--- config.mk ---
export PLATFORM = sky130hd
export DESIGN_NAME = adxl362_txn_sched
export DESIGN_NICKNAME = d
export VERILOG_FILES = /design/src/rtl/adxl362_txn_sched.sv
export SDC_FILE = /design/constraint.sdc
export NUM_CORES = 1
export LEC_CHECK = 0
export BUFFER_PORTS_ARGS = -buffer_cell sky130_fd_sc_hd__buf_2
export CAP_MARGIN = 20
export CORE_UTILIZATION = 30
export DETAILED_ROUTE_END_ITERATION = 10
export PLACE_DENSITY_LB_ADDON = 0.15
export SYNTH_ARGS = -nofsm -noshare
export SYNTH_HDL_FRONTEND = slang
export SYNTH_SLANG_ARGS = --single-unit
--- constraint.sdc ---
create_clock -name clk_i -period 2.43 [get_ports clk_i]
set_clock_uncertainty 0.05 [all_clocks]
set_input_delay 0.243 -clock clk_i [delete_from_list [all_inputs] [get_ports clk_i]]
set_output_delay 0.243 -clock clk_i [all_outputs]
set_load 0.01 [all_outputs]
--- src/rtl/adxl362_txn_sched.sv ---
// ADXL362 transaction scheduler: power-up configuration, periodic X/Y/Z polling and one
// host register port, all sharing a single Mode-0 SPI byte engine under one CS owner.
module adxl362_txn_sched #(
  parameter int CS_SETUP    = 2,
  parameter int CS_HOLD     = 2,
  parameter int INIT_WAIT   = 50000,
  parameter int POLL_PERIOD = 1000000
) (
  input  logic       clk_i,
  input  logic       rst_i,
  input  logic       host_req_i,
  input  logic       host_we_i,
  input  logic [7:0] host_addr_i,
  input  logic [7:0] host_wdata_i,
  output logic       host_ack_o,
  output logic [7:0] host_rdata_o,
  output logic       byte_start_o,
  output logic [7:0] byte_data_o,
  input  logic       byte_done_i,
  input  logic [7:0] byte_rx_i,
  output logic       spi_cs_n_o,
  output logic       init_done_o,
  output logic [7:0] x_data_o,
  output logic [7:0] y_data_o,
  output logic [7:0] z_data_o,
  output logic       sample_valid_o,
  output logic       busy_o,
  output logic [2:0] dbg_state_o
);
  // Handshakes: host_req_i is a level held until the 1-cycle host_ack_o; byte_start_o
  // launches one byte and no other starts until the cycle after its byte_done_i.

  typedef enum logic [2:0] {
    S_INIT_SRST, S_INIT_WAIT, S_INIT_PWR, S_IDLE, S_CS_SETUP, S_XFER, S_CS_HOLD
  } state_t;

  typedef enum logic [1:0] {K_SRST, K_PWR, K_POLL, K_HOST} kind_t;

  localparam int CW = $clog2(INIT_WAIT + CS_SETUP + CS_HOLD + 1);
  localparam int PW = (POLL_PERIOD > 1) ? $clog2(POLL_PERIOD) : 1;
  localparam logic [CW-1:0] SETUP_LAST = CW'(CS_SETUP - 1);
  localparam logic [CW-1:0] HOLD_LAST  = CW'(CS_HOLD - 1);
  localparam logic [CW-1:0] WAIT_LAST  = CW'(INIT_WAIT - 1);
  localparam logic [PW-1:0] TIMER_LAST = PW'(POLL_PERIOD - 1);
  localparam logic [7:0]    CMD_WR     = 8'h0A;
  localparam logic [7:0]    CMD_RD     = 8'h0B;

  state_t        state_q, state_d;
  kind_t         kind_q, kind_d;
  logic [CW-1:0] cnt_q, cnt_d;
  logic [PW-1:0] timer_q, timer_d;
  logic [2:0]    idx_q, idx_d, last_idx_q, last_idx_d;
  logic          outst_q, outst_d;
  logic          we_q, we_d;
  logic [7:0]    addr_q, addr_d, wdata_q, wdata_d;
  logic [7:0]    rx0_q, rx0_d, rx1_q, rx1_d, rx2_q, rx2_d;
  logic [7:0]    x_q, x_d, y_q, y_d, z_q, z_d, rdata_q, rdata_d;
  logic          host_ack_q, host_ack_d, sample_valid_q, sample_valid_d;
  logic          init_done_q, init_done_d, poll_pend_q, poll_pend_d;
  logic          rr_poll_q, rr_poll_d;
  logic          cs_n_q, busy_q;
  logic          byte_start, host_ok, pick_poll, in_txn_d;
  logic [7:0]    cur_byte;

  always_ff @(posedge clk_i) begin
    if (rst_i) begin
      state_q        <= S_INIT_SRST;
      kind_q         <= K_SRST;
      cnt_q          <= '0;
      timer_q        <= '0;
      idx_q          <= '0;
      last_idx_q     <= '0;
      outst_q        <= 1'b0;
      we_q           <= 1'b0;
      addr_q         <= '0;
      wdata_q        <= '0;
      rx0_q          <= '0;
      rx1_q          <= '0;
      rx2_q          <= '0;
      x_q            <= '0;
      y_q            <= '0;
      z_q            <= '0;
      rdata_q        <= '0;
      host_ack_q     <= 1'b0;
      sample_valid_q <= 1'b0;
      init_done_q    <= 1'b0;
      poll_pend_q    <= 1'b0;
      rr_poll_q      <= 1'b0;
      cs_n_q         <= 1'b1;
      busy_q         <= 1'b0;
    end else begin
      state_q        <= state_d;
      kind_q         <= kind_d;
      cnt_q          <= cnt_d;
      timer_q        <= timer_d;
      idx_q          <= idx_d;
      last_idx_q     <= last_idx_d;
      outst_q        <= outst_d;
      we_q           <= we_d;
      addr_q         <= addr_d;
      wdata_q        <= wdata_d;
      rx0_q          <= rx0_d;
      rx1_q          <= rx1_d;
      rx2_q          <= rx2_d;
      x_q            <= x_d;
      y_q            <= y_d;
      z_q            <= z_d;
      rdata_q        <= rdata_d;
      host_ack_q     <= host_ack_d;
      sample_valid_q <= sample_valid_d;
      init_done_q    <= init_done_d;
      poll_pend_q    <= poll_pend_d;
      rr_poll_q      <= rr_poll_d;
      cs_n_q         <= ~in_txn_d;
      busy_q         <= (state_d != S_IDLE);
    end
  end

  always_comb begin
    state_d        = state_q;
    kind_d         = kind_q;
    cnt_d          = cnt_q;
    timer_d        = timer_q;
    idx_d          = idx_q;
    last_idx_d     = last_idx_q;
    outst_d        = outst_q;
    we_d           = we_q;
    addr_d         = addr_q;
    wdata_d        = wdata_q;
    rx0_d          = rx0_q;
    rx1_d          = rx1_q;
    rx2_d          = rx2_q;
    x_d            = x_q;
    y_d            = y_q;
    z_d            = z_q;
    rdata_d        = rdata_q;
    host_ack_d     = 1'b0;
    sample_valid_d = 1'b0;
    init_done_d    = init_done_q;
    poll_pend_d    = poll_pend_q;
    rr_poll_d      = rr_poll_q;
    byte_start     = 1'b0;
    // The ack cycle is excluded so a host dropping req on seeing ack is not re-served.
    host_ok        = host_req_i && init_done_q && !host_ack_q;
    pick_poll      = 1'b0;

    unique case (state_q)
      S_INIT_SRST, S_INIT_PWR: begin
        kind_d     = (state_q == S_INIT_SRST) ? K_SRST : K_PWR;
        we_d       = 1'b1;
        addr_d     = (state_q == S_INIT_SRST) ? 8'h1F : 8'h2D;
        wdata_d    = (state_q == S_INIT_SRST) ? 8'h52 : 8'h02;
        last_idx_d = 3'd2;
        state_d    = S_CS_SETUP;
        cnt_d      = '0;
        idx_d      = '0;
        outst_d    = 1'b0;
      end
      S_INIT_WAIT: begin
        if (cnt_q == WAIT_LAST) begin
          state_d = S_INIT_PWR;
          cnt_d   = '0;
        end else begin
          cnt_d = cnt_q + 1'b1;
        end
      end
      S_IDLE: begin
        // Priority only flips on contested grants; a lone requester is served directly.
        if (host_ok && poll_pend_q) begin
          pick_poll = rr_poll_q;
          rr_poll_d = ~rr_poll_q;
        end else begin
          pick_poll = poll_pend_q;
        end
        if (host_ok || poll_pend_q) begin
          state_d = S_CS_SETUP;
          cnt_d   = '0;
          idx_d   = '0;
          outst_d = 1'b0;
          if (pick_poll) begin
            kind_d      = K_POLL;
            we_d        = 1'b0;
            addr_d      = 8'h08;
            wdata_d     = 8'h00;
            last_idx_d  = 3'd4;
            poll_pend_d = 1'b0;
          end else begin
            kind_d     = K_HOST;
            we_d       = host_we_i;
            addr_d     = host_addr_i;
            wdata_d    = host_wdata_i;
            last_idx_d = 3'd2;
          end
        end
      end
      S_CS_SETUP: begin
        if (cnt_q == SETUP_LAST) begin
          state_d = S_XFER;
          cnt_d   = '0;
        end else begin
          cnt_d = cnt_q + 1'b1;
        end
      end
      S_XFER: begin
        if (!outst_q) begin
          byte_start = 1'b1;
          outst_d    = 1'b1;
        end else if (byte_done_i) begin
          outst_d = 1'b0;
          case (idx_q)
            3'd2:    rx0_d = byte_rx_i;
            3'd3:    rx1_d = byte_rx_i;
            3'd4:    rx2_d = byte_rx_i;
            default: ;
          endcase
          if (idx_q == last_idx_q) begin
            state_d = S_CS_HOLD;
            cnt_d   = '0;
          end else begin
            idx_d = idx_q + 1'b1;
          end
        end
      end
      S_CS_HOLD: begin
        if (cnt_q == HOLD_LAST) begin
          cnt_d   = '0;
          state_d = S_IDLE;
          unique case (kind_q)
            K_SRST: state_d = S_INIT_WAIT;
            K_PWR:  init_done_d = 1'b1;
            K_POLL: begin
              sample_valid_d = 1'b1;
              x_d = rx0_q;
              y_d = rx1_q;
              z_d = rx2_q;
            end
            K_HOST: begin
              host_ack_d = 1'b1;
              if (!we_q) rdata_d = rx0_q;
            end
          endcase
        end else begin
          cnt_d = cnt_q + 1'b1;
        end
      end
      default: state_d = S_INIT_SRST;
    endcase

    if (init_done_q) begin
      if (timer_q == TIMER_LAST) begin
        timer_d     = '0;
        poll_pend_d = 1'b1;
      end else begin
        timer_d = timer_q + 1'b1;
      end
    end
  end

  always_comb begin
    cur_byte = 8'h00;
    case (idx_q)
      3'd0:    cur_byte = we_q ? CMD_WR : CMD_RD;
      3'd1:    cur_byte = addr_q;
      default: cur_byte = we_q ? wdata_q : 8'h00;
    endcase
  end

  assign in_txn_d       = (state_d == S_CS_SETUP) || (state_d == S_XFER) || (state_d == S_CS_HOLD);
  assign byte_start_o   = byte_start;
  assign byte_data_o    = byte_start ? cur_byte : 8'h00;
  assign spi_cs_n_o     = cs_n_q;
  assign busy_o         = busy_q;
  assign host_ack_o     = host_ack_q;
  assign host_rdata_o   = rdata_q;
  assign init_done_o    = init_done_q;
  assign sample_valid_o = sample_valid_q;
  assign x_data_o       = x_q;
  assign y_data_o       = y_q;
  assign z_data_o       = z_q;
  assign dbg_state_o    = state_q;

endmodule

# Word-level counts from Yosys, hierarchy flattened
# Cells that the tools add are included.
# op_classes
addsub	3
multipliers	0
div_mod_pow	0
n_lt_le_gt_ge	0
n_eq_ne	26
n_shift	0
muxes	59
bitwise	5
n_reduce_logical	27
# ops
cell	count
two-way mux 16 bit	6
one-hot mux 16 bit (5 select lines)	1
two-way mux 8 bit	6
one-hot mux 8 bit (2 select lines)	3
two-way mux 3 bit	13
equality test 3 bit (second input constant)	7
adder 20 x 1 -> 20 bit (second input constant)	1
equality test 20 bit (second input constant)	1
two-way mux 20 bit	1
two-way mux 1 bit	19
one-hot mux 3 bit (6 select lines)	1
adder 16 x 1 -> 16 bit (second input constant)	1
equality test 16 x 1 -> 1 bit (second input constant)	1
equality test 16 bit (second input constant)	1
AND reduction 4 bit	4
equality test 3 x 2 -> 1 bit (second input constant)	4
inequality test 2 bit (second input constant)	5
AND reduction 5 bit	2
one-hot mux 3 bit (3 select lines)	1
two-way mux 7 bit	1
equality test 3 x 1 -> 1 bit (second input constant)	2
zero test 3 bit	2
two-way mux 6 bit	1
one-hot mux 3 bit (2 select lines)	1
other kinds (21)	35
# word_totals
register_bits	128
latch_bits	0
mem_bits_rw	0
rom_bits	0
out_inout_bits	49
memories	0

# Logic depth before layout (Yosys ltp)
# Gate-level depths: netlist of the first run.
# logic_depth
depth_word	10
depth_mapped	9
depth_no_buf	7

# Worst setup path before layout of the first run
# No wires, ideal clock.
# synth_path
path_type	register -> register
start	register cnt_q[0]
end	register x_q[7] (netlist: x_data_o[7])
setup_ns	0.128
arrival_time_ns	2.013
required_ns	2.252
path_slack_ns	0.239
stages_incl_launch_ff	9
path_cell_list	dfxtp_1 -> ha_1 -> or4b_1 -> nor4_4 -> nand4b_1 -> buf_4 -> buf_6 -> mux2i_1 -> nor2_1
# synth_between
elab_chain_cells	2
# synth_lines
element	line	rtl
start, declared	50	logic [CW-1:0] cnt_q, cnt_d;
start signal, assigned	94	cnt_q <= cnt_d;
equality test 16 x 1 -> 1 bit	225	if (cnt_q == HOLD_LAST) begin
AND reduction 3 bit (no source line)	--	
end signal, assigned	80	x_q <= '0;
end signal, assigned	105	x_q <= x_d;
end, declared	57	logic [7:0] x_q, x_d, y_q, y_d, z_q, z_d, rdata_q, rdata_d;
# No other way between the ends.
# A chain may end at the register's enable or synchronous reset.

# Worst setup path after layout of the first run
# layout_path
start	register cnt_q[1]
end	register busy_q (netlist: busy_o)
# layout_between
elab_chain_cells	4
# layout_lines
element	line	rtl
equality test 16 x 1 -> 1 bit or equality test 16 bit (tied branches)	197, 225, 160	
two-way mux 3 bit, on equally long branches	225, 160, 197	
one-hot mux 3 bit (6 select lines) (*)	147	unique case (state_q)
inequality test 3 x 2 -> 1 bit (*)	115	busy_q <= (state_d != S_IDLE);
end signal, assigned	115	
end, declared	61	logic cs_n_q, busy_q;
# Mark *: on every way between the ends. The rest lies on a longest branch, timed or not.

==> reports/results.tsv, run 1 <==
stage	metric	value	unit
run_status	run status	finished, final reports clean	
critical_path	critical path endpoint	busy_o	
timing	final critical-path share of the clock period	95.19	%
detailed_routing	count of nets left with antenna violations after detail routing	0	
critical_path	Max stage delay cell, worst path	sky130_fd_sc_hd__or4b_1	
critical_path	total stage count of the critical path	8	
detailed_routing	number of design-rule violations left by the first detailed-router iteration	274	
critical_path	element type at the critical path start	flop	
floorplanning	Total Die Area	18910	um^2
power	internal power summed over all cells	3.810	mW
critical_path	largest fanout on the critical path	5	
critical_path	Critical Path Source	cnt_q[1]	
critical_path	Required @ worst endpoint	2.71	ns
clock_tree	number of buffers between clock root and the deepest sink	2	
critical_path	ordered cell list for the critical path	inv_1 > ha_1 > or4b_1 > nor4_4 > buf_4 > o211ai_1 > a221o_1 > a21oi_2	
timing	final-report max-slew violation count	0	
power	switching power of the nets	1.205	mW
logic_synthesis	mux share of post-synthesis cell area	9.446	%
power	register share of total power	42.8	%
clock_tree	TritonCTS clock tree	yes	
timing	number of hold violations in the final report	0	
critical_path	delay-heaviest family, CP	simple AND/OR/NAND/NOR gates	
final_layout	layout overhead on the synthesized area	24.68	%
timing	Slew @ Worst Pin	0.8777	ns
logic_synthesis	fraction of the mapped netlist area in compound gates	9.037	%
critical_path	Arr. time, crit path	2.59	ns
logic_synthesis	cell count after synthesis	612	
critical_path	CP bufs+invs	2	
floorplanning	number of rows created at floorplan	49	
flow_run	Max Cap Viol	0	
detailed_routing	Wirelength per Cell	14.64	um
floorplanning	die span in y	137.5	um
clock_tree	TritonCTS Buffers	17	
power	proportion of power drawn by the clock network	50.7	%
logic_synthesis	Post-Synthesis Net Count	649	
placed_design	PortBufs	77	
final_layout	post-layout util	38.25	%
global_route	total global-route track usage	15.47	%
floorplanning	top-level port count	78	
power	leakage power	2.862	nW
timing	minimum clock period	2.313	ns
critical_path	count of cells along the worst register-to-register path	8	
clock_tree	Post-CTS Hold Fix Bufs	0	
global_route	largest net degree at the start of global routing	76	
timing	final worst hold slack	0.01749	ns
global_route	via count of the first global-routing pass	4417	
power	overall power consumption	5.015	mW
final_layout	layout cell share with drive strength beyond 1	21.66	%
final_layout	register with the most flip-flops	timer_q	
critical_path	biggest cell delay along the critical path	0.49	ns
critical_path	slack of the worst reg-to-reg path	0.12	ns
power	VDD IR-drop max	0.0004918	V
logic_synthesis	post-synthesis register bit count	127	
detailed_routing	count of TritonRoute iterations in the first routing pass	4	
timing	RSZ-0062 raised after global routing	false	
timing	normalized max-slew margin	41.04	%
global_route	GRT overflow	0	
clock_tree	root buf cell	sky130_fd_sc_hd__clkbuf_16	
clock_tree	Num Clock Sinks	127	
logic_synthesis	share of the yosys chip area belonging to registers	46.14	%
floorplanning	area of the core region	17960	um^2
detailed_routing	via density per instance	4.901	
power	switching part of the total	24.03	%
logic_synthesis	number of enable flip-flop cells after synthesis	0	
min_path	launch point of the worst hold path	host_wdata_i[7]	
logic_synthesis	count of different cell masters after synthesis	56	
floorplanning	effective utilization at floorplan	30.67	%
timing	Peak Freq	0.4323	GHz
logic_synthesis	share of async-settable or async-resettable flops after synthesis	0	%
placed_design	estimated wirelength of the detail-placed design	9808	um
logic_synthesis	mean cell area of the mapped netlist	9.004	um^2
floorplanning	Die W	137.5	um
global_route	antenna violations before repair	0	
timing	Setup-failing EPs final	0	
final_layout	count of nets after finishing	735	
power	Pwr Density	730.0	nW/um^2
placed_design	global placement routability congestion	0.8278	
logic_synthesis	simple logic cell fraction of the synthesized area	24.21	%
final_layout	number of diodes	0	
critical_path	capture instance of the worst register-to-register path	busy_o	
logic_synthesis	largest family of logic cells by synthesized area	simple AND/OR/NAND/NOR gates	
clock_tree	H-tree depth	4	
min_path	type of the tightest min-delay check	input port to flop	
power	power share of the combinational group	6.6	%
logic_synthesis	Yosys warnings	0	
global_route	global-route wire length before repair	22650	um
final_layout	max FFs per register	20	
logic_synthesis	share of the synthesized netlist area taken by xor and xnor gates	5.404	%
clock_tree	clock-pin transition on the worst setup and hold timing paths	0.06	ns
critical_path	type of destination of the critical path	flop	
detailed_routing	final wirelength	13760	um
detailed_routing	number of remaining DRC errors	0	
logic_synthesis	post-synthesis instance area	5510	um^2
logic_synthesis	main flop type after synthesis	sky130_fd_sc_hd__dfxtp_1	
final_layout	Largest regs	timer_q (20), cnt_q (16)	
logic_synthesis	adder and majority cell fraction of the synthesized area	1.817	%
critical_path	launch point of the worst reg-to-reg path	cnt_q[1]	
detailed_routing	via count	4607	
clock_tree	Clk Latency, worst-skew pair	0.41	ns
critical_path	class of the most critical setup path	flop to flop	
timing	setup tns final	0	ns
[cells by family after synthesis]
kind of cell / count (synthesis)
flip-flops: 127
adder cells (fa/ha/maj): 8
buffers and inverters: 50
AND/OR/NAND/NOR: 268
AO/OA/AOI/OAI: 73
XOR/XNOR: 34
multiplexers: 52
[routing by layer]
layer  up-vias  GRT usage, %  routed length [um]  part of all wire, %
met1      2190         20.61                6819                   50
met4         0         5.739                  78                 0.57
met5         -             0                   0                    0
met3         6         4.047                 487                  3.5
met2        82         23.81                6377                   46
li1       2329             -                   -                    -
[power groups by stage]
stage               sequential [mW]  combinational (mW)  clock [mW]
finish                         2.15               0.329        2.54
global route                   2.15               0.361        2.73
CTS                            2.14               0.321        2.62
detailed placement             2.19               0.317           0
global placement               2.19               0.314           0
floorplan                      2.18               0.189           0
[per-stage QoR]
stage | setup WS [ns] | instance area [um^2] | instances
after floorplan | 0.2393 | 5510 | 612
after global placement | 0.04585 | 6228 | 906
after detailed placement | -0.003941 | 6228 | 906
after CTS | 0.009921 | 6835 | 938
after global routing | 0.001526 | 6870 | 940
final | 0.1168 | 6870 | 940
[layout by cell type (no fill, tap or decap), types with 13 or more instances in the layout]
| cell | netlist | final |
|---|---|---|
| sky130_fd_sc_hd__dfxtp_1 | 127 | 121 |
| sky130_fd_sc_hd__nor2_1 | 119 | 118 |
| sky130_fd_sc_hd__buf_2 | 6 | 76 |
| sky130_fd_sc_hd__mux2i_1 | 52 | 52 |
| sky130_fd_sc_hd__nor3_1 | 31 | 30 |
| sky130_fd_sc_hd__nand3_1 | 26 | 26 |
| sky130_fd_sc_hd__buf_4 | 2 | 26 |
| sky130_fd_sc_hd__xnor2_1 | 24 | 24 |
| sky130_fd_sc_hd__nand2_1 | 23 | 23 |
| sky130_fd_sc_hd__a21oi_1 | 21 | 20 |
| sky130_fd_sc_hd__clkbuf_16 | 0 | 17 |
| sky130_fd_sc_hd__inv_1 | 13 | 13 |
| sky130_fd_sc_hd__a22oi_1 | 13 | 13 |
[cells in the mapped netlist, types with 3 or more instances]
cell / number / share of area (%)
sky130_fd_sc_hd__nand4_1: 10 / 1.1
sky130_fd_sc_hd__a221oi_1: 5 / 0.79
sky130_fd_sc_hd__a211oi_1: 6 / 0.82
sky130_fd_sc_hd__and2_1: 4 / 0.45
sky130_fd_sc_hd__nor3_1: 31 / 2.8
sky130_fd_sc_hd__o21ai_0: 6 / 0.54
sky130_fd_sc_hd__nor2b_1: 7 / 0.79
sky130_fd_sc_hd__nor2_1: 119 / 8.1
sky130_fd_sc_hd__nor4b_1: 5 / 0.79
sky130_fd_sc_hd__xnor2_1: 24 / 3.8
sky130_fd_sc_hd__or2_2: 4 / 0.45
sky130_fd_sc_hd__a22oi_1: 13 / 1.8
sky130_fd_sc_hd__mux2i_1: 52 / 9.4
sky130_fd_sc_hd__nor3b_1: 5 / 0.68
sky130_fd_sc_hd__clkbuf_1: 26 / 1.8
sky130_fd_sc_hd__ha_1: 8 / 1.8
sky130_fd_sc_hd__a21oi_1: 21 / 1.9
sky130_fd_sc_hd__buf_2: 6 / 0.54
sky130_fd_sc_hd__nor4_1: 5 / 0.57
sky130_fd_sc_hd__xor2_1: 10 / 1.6
sky130_fd_sc_hd__nand2_1: 23 / 1.6
sky130_fd_sc_hd__and3b_1: 3 / 0.48
sky130_fd_sc_hd__nand3_1: 26 / 2.4
sky130_fd_sc_hd__and3_1: 7 / 0.79
sky130_fd_sc_hd__a31oi_1: 4 / 0.45
sky130_fd_sc_hd__and4_1: 4 / 0.64
sky130_fd_sc_hd__or4_1: 3 / 0.41
sky130_fd_sc_hd__inv_1: 13 / 0.89
sky130_fd_sc_hd__dfxtp_1: 127 / 46
[timing repair]
| item | CTS | global route |
|---|---|---|
| resized for setup | 3 | 8 |
| endpoints found under the setup margin | 8 | 50 |
| pin swaps | 0 | 1 |
| buffers inserted | 0 | 2 |
[how the worst min path moves through the flow]
stage,endpoint,slack [ns],cells past startpoint
after floorplan,rx2_q[0],0.34,2
after global routing,wdata_q[7],0.01,3
after detailed placement,rx1_q[0],0.40,2
final,wdata_q[7],0.02,3
after CTS,wdata_q[7],0.001,3
after global placement,rx1_q[7],0.40,2
[worst register-to-register path, stage by stage (launching register included)]
cell and delay (ns):
sky130_fd_sc_hd__dfxtp_1 0.35, sky130_fd_sc_hd__inv_1 0.07, sky130_fd_sc_hd__ha_1 0.13, sky130_fd_sc_hd__or4b_1 0.49, sky130_fd_sc_hd__nor4_4 0.34, sky130_fd_sc_hd__buf_4 0.18, sky130_fd_sc_hd__o211ai_1 0.09, sky130_fd_sc_hd__a221o_1 0.33
sky130_fd_sc_hd__a21oi_2 0.20
[layout make-up]
cell class	count	area, um^2
clock buffers	19	442.9
clock inverters	13	155.1
fillers	1799	11090
inverters	13	48.80
multi-input cells	435	2771
flip-flops and latches	127	2550
well taps	229	286.5
repair buffers	104	615.6
Power figures use the tool's default switching activity.
==> run 2, diff against run 1 <==
CTS_BUF_LIST = sky130_fd_sc_hd__clkbuf_2   (was unset)
SLEW_MARGIN = 25   (was unset)
==> run 2 against run 1 <==
Compared with the run above: sequential power is essentially flat; utilization is 0.70 points higher; cell count up 4.0%; hold slack gained 0.082 ns; worst setup slack worse by 0.033 ns; power down 22%; critical endpoint is now byte_data_o[3]; largest power group is now registers; highest routed layer unchanged.
==> reports/results.tsv, run 2 (synthesis results as in run 1) <==
stage	metric	value	unit
floorplanning	Total Die Area	18910	um^2
global_route	antenna violations before repair	0	
critical_path	count of cells along the worst register-to-register path	5	
detailed_routing	via density per instance	4.899	
detailed_routing	count of nets left with antenna violations after detail routing	0	
placed_design	global placement routability congestion	0.8278	
detailed_routing	number of remaining DRC errors	0	
timing	final-report max-slew violation count	0	
floorplanning	Die W	137.5	um
critical_path	capture instance of the worst register-to-register path	busy_o	
detailed_routing	Wirelength per Cell	14.44	um
power	overall power consumption	3.889	mW
power	VDD IR-drop max	0.0002850	V
critical_path	launch point of the worst reg-to-reg path	cnt_q[12]	
timing	Setup-failing EPs final	0	
critical_path	biggest cell delay along the critical path	0.38	ns
run_status	run status	finished, final reports clean	
critical_path	type of destination of the critical path	primary output	
critical_path	Max stage delay cell, worst path	sky130_fd_sc_hd__dfxtp_4	
timing	Slew @ Worst Pin	0.8976	ns
floorplanning	die span in y	137.5	um
placed_design	estimated wirelength of the detail-placed design	9808	um
detailed_routing	number of design-rule violations left by the first detailed-router iteration	270	
global_route	largest net degree at the start of global routing	76	
clock_tree	Num Clock Sinks	127	
timing	Peak Freq	0.4263	GHz
clock_tree	number of buffers between clock root and the deepest sink	2	
global_route	total global-route track usage	15.64	%
detailed_routing	via count	4791	
flow_run	Max Cap Viol	0	
floorplanning	area of the core region	17960	um^2
floorplanning	top-level port count	78	
clock_tree	root buf cell	sky130_fd_sc_hd__clkbuf_2	
final_layout	layout cell share with drive strength beyond 1	24.03	%
critical_path	slack of the worst reg-to-reg path	0.09	ns
global_route	via count of the first global-routing pass	4581	
critical_path	Critical Path Most Common Cell	sky130_fd_sc_hd__buf_6	
power	leakage power	2.901	nW
placed_design	placed cells	906	
final_layout	max FFs per register	20	
critical_path	ordered cell list for the critical path	nand3b_1 > buf_6 > or2_4 > buf_6 > nor3_4 > buf_2	
final_layout	layout overhead on the synthesized area	26.95	%
final_layout	leading cell types in the layout, fill and taps excluded	sky130_fd_sc_hd__dfxtp_1 (119), sky130_fd_sc_hd__nor2_1 (116), sky130_fd_sc_hd__buf_2 (76), sky130_fd_sc_hd__mux2i_1 (52), sky130_fd_sc_hd__buf_4 (33)	
critical_path	largest fanout on the critical path	6	
critical_path	Arr. time, crit path	2.05	ns
detailed_routing	final wirelength	14120	um
detailed_routing	count of TritonRoute iterations in the first routing pass	5	
timing	normalized max-slew margin	39.70	%
critical_path	element type at the critical path start	flop	
final_layout	post-layout util	38.94	%
placed_design	PortBufs	77	
timing	RSZ-0062 raised after global routing	true	
clock_tree	H-tree depth	4	
critical_path	class of the most critical setup path	flop to primary output	
global_route	global-route wire length before repair	23020	um
clock_tree	Clk Latency, worst-skew pair	0.69	ns
final_layout	count of nets after finishing	773	
critical_path	Required @ worst endpoint	2.14	ns
min_path	Min-Delay Endpoint	poll_pend_q	
clock_tree	clock-pin transition on the worst setup and hold timing paths	0.19	ns
final_layout	number of diodes	0	
timing	minimum clock period	2.346	ns
min_path	type of the tightest min-delay check	input port to flop	
floorplanning	effective utilization at floorplan	30.67	%
clock_tree	TritonCTS clock tree	yes	
clock_tree	TritonCTS Buffers	17	
timing	final critical-path share of the clock period	96.54	%
final_layout	register with the most flip-flops	timer_q	
global_route	GRT overflow	0	
floorplanning	number of rows created at floorplan	49	
min_path	number of stages on the worst hold path	5	
placed_design	Post-Place Cell Area	6228	um^2
timing	number of hold violations in the final report	0	
min_path	launch point of the worst hold path	host_req_i	
final_layout	Largest regs	timer_q (20), cnt_q (16)	
final_layout	leading cell type in the layout, fill and taps excluded	sky130_fd_sc_hd__dfxtp_1	
final_layout	final instance area	6995	um^2
power	Pwr Density	556.0	nW/um^2
timing	setup tns final	0	ns
final_layout	Post-Layout Cell Count	978	
## run 2: layout make-up
cell class,instances,area (um^2)
well taps,229,286.5
flip-flops and latches,127,2567
fillers,1801,10970
multi-input cells,435,2855
repair buffers,142,983.4
inverters,13,53.80
clock inverters,14,158.9
clock buffers,18,90.09
## run 2: worst max-delay path: cells and delay by family, from the launching register on
kind / cells / cell delay [ns]
AND/OR/NAND/NOR: 3 / 0.57
buffers and inverters: 3 / 0.43
flip-flops: 1 / 0.38
## run 2: what timing repair did
item,CTS,global route
hold endpoints to repair,56,0
buffers inserted,5,8
hold buffers,27,0
pin swaps,7,8
setup endpoints to repair,11,49
gates resized for setup,30,17
## run 2: worst max path at each step
stage,start,endpoint,slack [ns],cells past startpoint
floorplan,cnt_q[0],x_data_o[7],0.24,8
global placement,cnt_q[0],spi_cs_n_o,0.05,7
detailed placement,cnt_q[0],spi_cs_n_o,-0.004,7
CTS,dbg_state_o[1],byte_data_o[1],-0.01,5
global route,idx_q[0],byte_data_o[7],-0.13,8
finish,dbg_state_o[1],byte_data_o[3],0.08,6
## run 2: report_power, final
part           switching [mW]  total, mW  internal (mW)
registers              0.0275       2.14           2.12
logic                   0.211      0.383          0.172
clock network           0.865       1.36          0.498
total                    1.10       3.89           2.79
## run 2: through the flow
step	setup WS, ns	hold slack, ns
CTS	-0.01089	0.02379
global route	-0.1294	0.04212
finish	0.08402	0.09942
global placement	0.04585	0.3964
detailed placement	-0.003941	0.3987
floorplan	0.2393	0.3401
## run 2: metal layers
| metal | track usage, % | vias to the layer above | wire [um] |
|---|---|---|---|
| met5 | 0 | - | 0 |
| met4 | 4.274 | 0 | 107 |
| met3 | 4.525 | 9 | 543 |
| met2 | 25.01 | 96 | 6508 |
| met1 | 20.37 | 2286 | 6964 |
| li1 | - | 2400 | - |
==> run 3, diff against run 2 <==
clock period = 2.1 ns   (was 2.43 ns; I/O delays follow)
==> run 3 against run 2 <==
Compared with the run above: the flow now finishes with violations (setup timing); via count increased by 2.3%; power is 13% higher; final area grew 6.3%; worst setup slack got worse by 0.25 ns; clock-buffer cell count grew 1; hold slack better by 0.15 ns; register-to-register slack got worse by 0.18 ns; sequential power increased by 15%; flip-flop and latch count stayed put; critical path depth rose by 2; non-clock buffer count is 25 higher; highest routed layer unchanged.
==> reports/results.tsv, run 3 (synthesis results as in run 1) <==
stage	metric	value	unit
run_status	run status	complete, but fails checks	
run_status	failing checks	setup timing	
clock_tree	H-tree depth	4	
critical_path	biggest cell delay along the critical path	0.40	ns
flow_run	Max Cap Viol	0	
clock_tree	root buf cell	sky130_fd_sc_hd__clkbuf_2	
final_layout	count of nets after finishing	798	
final_layout	post-layout util	41.42	%
clock_tree	TritonCTS clock tree	yes	
timing	number of hold violations in the final report	0	
power	leakage power	3.103	nW
critical_path	Max stage delay cell, worst path	sky130_fd_sc_hd__dfxtp_4	
critical_path	largest fanout on the critical path	4	
critical_path	CP bufs+invs	3	
critical_path	type of destination of the critical path	primary output	
final_layout	register with the most flip-flops	timer_q	
final_layout	leading cell type in the layout, fill and taps excluded	sky130_fd_sc_hd__dfxtp_1	
power	VDD IR-drop max	0.0002517	V
critical_path	Arr. time, crit path	2.01	ns
power	Pwr Density	591.8	nW/um^2
timing	Slew @ Worst Pin	0.6986	ns
final_layout	final instance area	7440	um^2
critical_path	delay-heaviest family, CP	flip-flops	
placed_design	PortBufs	77	
critical_path	ordered cell list for the critical path	inv_4 > ha_4 > nor2_4 > nor2_4 > buf_4 > a21oi_1 > nor3_1 > buf_2	
final_layout	leading cell types in the layout, fill and taps excluded	sky130_fd_sc_hd__dfxtp_1 (118), sky130_fd_sc_hd__nor2_1 (116), sky130_fd_sc_hd__buf_2 (75), sky130_fd_sc_hd__mux2i_1 (51), sky130_fd_sc_hd__buf_4 (49)	
placed_design	Post-Place Cell Area	6424	um^2
clock_tree	TritonCTS Buffers	17	
detailed_routing	number of design-rule violations left by the first detailed-router iteration	230	
min_path	type of the tightest min-delay check	input port to flop	
timing	normalized max-slew margin	53.22	%
floorplanning	Die W	137.5	um
placed_design	estimated wirelength of the detail-placed design	10040	um
global_route	total global-route track usage	15.80	%
critical_path	slack of the worst reg-to-reg path	-0.09	ns
critical_path	Required @ worst endpoint	1.84	ns
final_layout	area of the multi-input gates	3050	um^2
detailed_routing	via density per instance	4.884	
timing	minimum clock period	2.268	ns
floorplanning	top-level port count	78	
global_route	via count of the first global-routing pass	4786	
detailed_routing	count of TritonRoute iterations in the first routing pass	4	
timing	minimum setup slack in the final design	-0.1676	ns
critical_path	element type at the critical path start	flop	
detailed_routing	number of remaining DRC errors	0	
floorplanning	die span in y	137.5	um
power	overall power consumption	4.403	mW
final_layout	Largest regs	timer_q (20), cnt_q (16)	
timing	Peak Freq	0.4410	GHz
floorplanning	Total Die Area	18910	um^2
timing	final critical-path share of the clock period	108.0	%
timing	final-report max-slew violation count	0	
detailed_routing	count of nets left with antenna violations after detail routing	0	
final_layout	total of fill cells in the finished design	1812	
clock_tree	clock-pin transition on the worst setup and hold timing paths	0.21	ns
floorplanning	area of the core region	17960	um^2
timing	RSZ-0062 raised after global routing	true	
detailed_routing	final wirelength	14600	um
global_route	largest net degree at the start of global routing	45	
timing	final worst hold slack	0.2475	ns
final_layout	number of diodes	0	
clock_tree	Num Clock Sinks	127	
clock_tree	number of buffers between clock root and the deepest sink	2	
final_layout	layout cell share with drive strength beyond 1	29.46	%
critical_path	Critical Path Most Common Cell	sky130_fd_sc_hd__nor2_4	
clock_tree	Clk Latency, worst-skew pair	0.67	ns
floorplanning	effective utilization at floorplan	30.67	%
final_layout	layout overhead on the synthesized area	35.01	%
global_route	antenna violations before repair	0	
detailed_routing	Wirelength per Cell	14.56	um
timing	Setup-failing EPs final	51	
global_route	global-route wire length before repair	23240	um
global_route	GRT overflow	0	
final_layout	max FFs per register	20	
critical_path	class of the most critical setup path	flop to primary output	
final_layout	footprint of the flip-flops and latches	2561	um^2
floorplanning	number of rows created at floorplan	49	
placed_design	global placement routability congestion	0.7958	
detailed_routing	via count	4899	
[run 3: cell type report]
type,instances,area share (%)
flip-flops and latches,127,34.43
well taps,229,3.851
inverters,13,0.7232
repair buffers,167,17.17
clock inverters,13,1.547
multi-input cells,435,41.00
clock buffers,19,1.278
[run 3: repair_timing]
item / CTS / global route
gates resized for setup: 42 / 41
setup buffers: 10 / 3
hold buffers: 28 / 0
endpoints found under the hold margin: 66 / 0
pin swaps: 13 / 22
cloned: 0 / 3
setup endpoints to repair: 63 / 64
[run 3: metal layers]
layer / track usage, % / share of wire (%) / vias to the layer above
li1: - / - / 2455
met1: 19.69 / 47 / 2340
met2: 26.55 / 49 / 94
met3: 4.047 / 3.3 / 10
met4: 4.823 / 0.84 / 0
met5: 0 / 0 / -
[run 3: worst reg2reg max path, cell delays in order (launching register included)]
cell and delay (ns):
sky130_fd_sc_hd__dfxtp_2 0.36, sky130_fd_sc_hd__or4_4 0.56, sky130_fd_sc_hd__nor4_4 0.28, sky130_fd_sc_hd__buf_4 0.19, sky130_fd_sc_hd__buf_6 0.13, sky130_fd_sc_hd__o22ai_4 0.07
sky130_fd_sc_hd__a21oi_4 0.21, sky130_fd_sc_hd__clkbuf_16 0.22, sky130_fd_sc_hd__nor3_2 0.04
[run 3: worst paths after layout]
path                        start              to  cells after the start
setup / recovery         idx_q[1]  byte_data_o[1]                      8
hold / removal    host_wdata_i[5]      wdata_q[5]                      4
setup reg to reg         cnt_q[5]       cnt_q[13]                      8
hold reg to reg          rx1_q[7]        rx1_q[7]                      2
[run 3: per-stage QoR]
| stage | TNS, ns | cells | setup slack (ns) |
|---|---|---|---|
| floorplan | -2.623 | 612 | -0.08882 |
| global placement | -6.901 | 928 | -0.2752 |
| detailed placement | -7.317 | 928 | -0.2690 |
| CTS | -2.856 | 997 | -0.2583 |
| global route | -10.68 | 1003 | -0.3925 |
| finish | -3.655 | 1003 | -0.1676 |
[run 3: report_power, final]
part	leakage [nW]	internal, mW	switching [mW]
logic	1.95	0.240	0.295
clock network	0.120	0.436	0.958
registers	1.03	2.45	0.0258
total	3.10	3.12	1.28
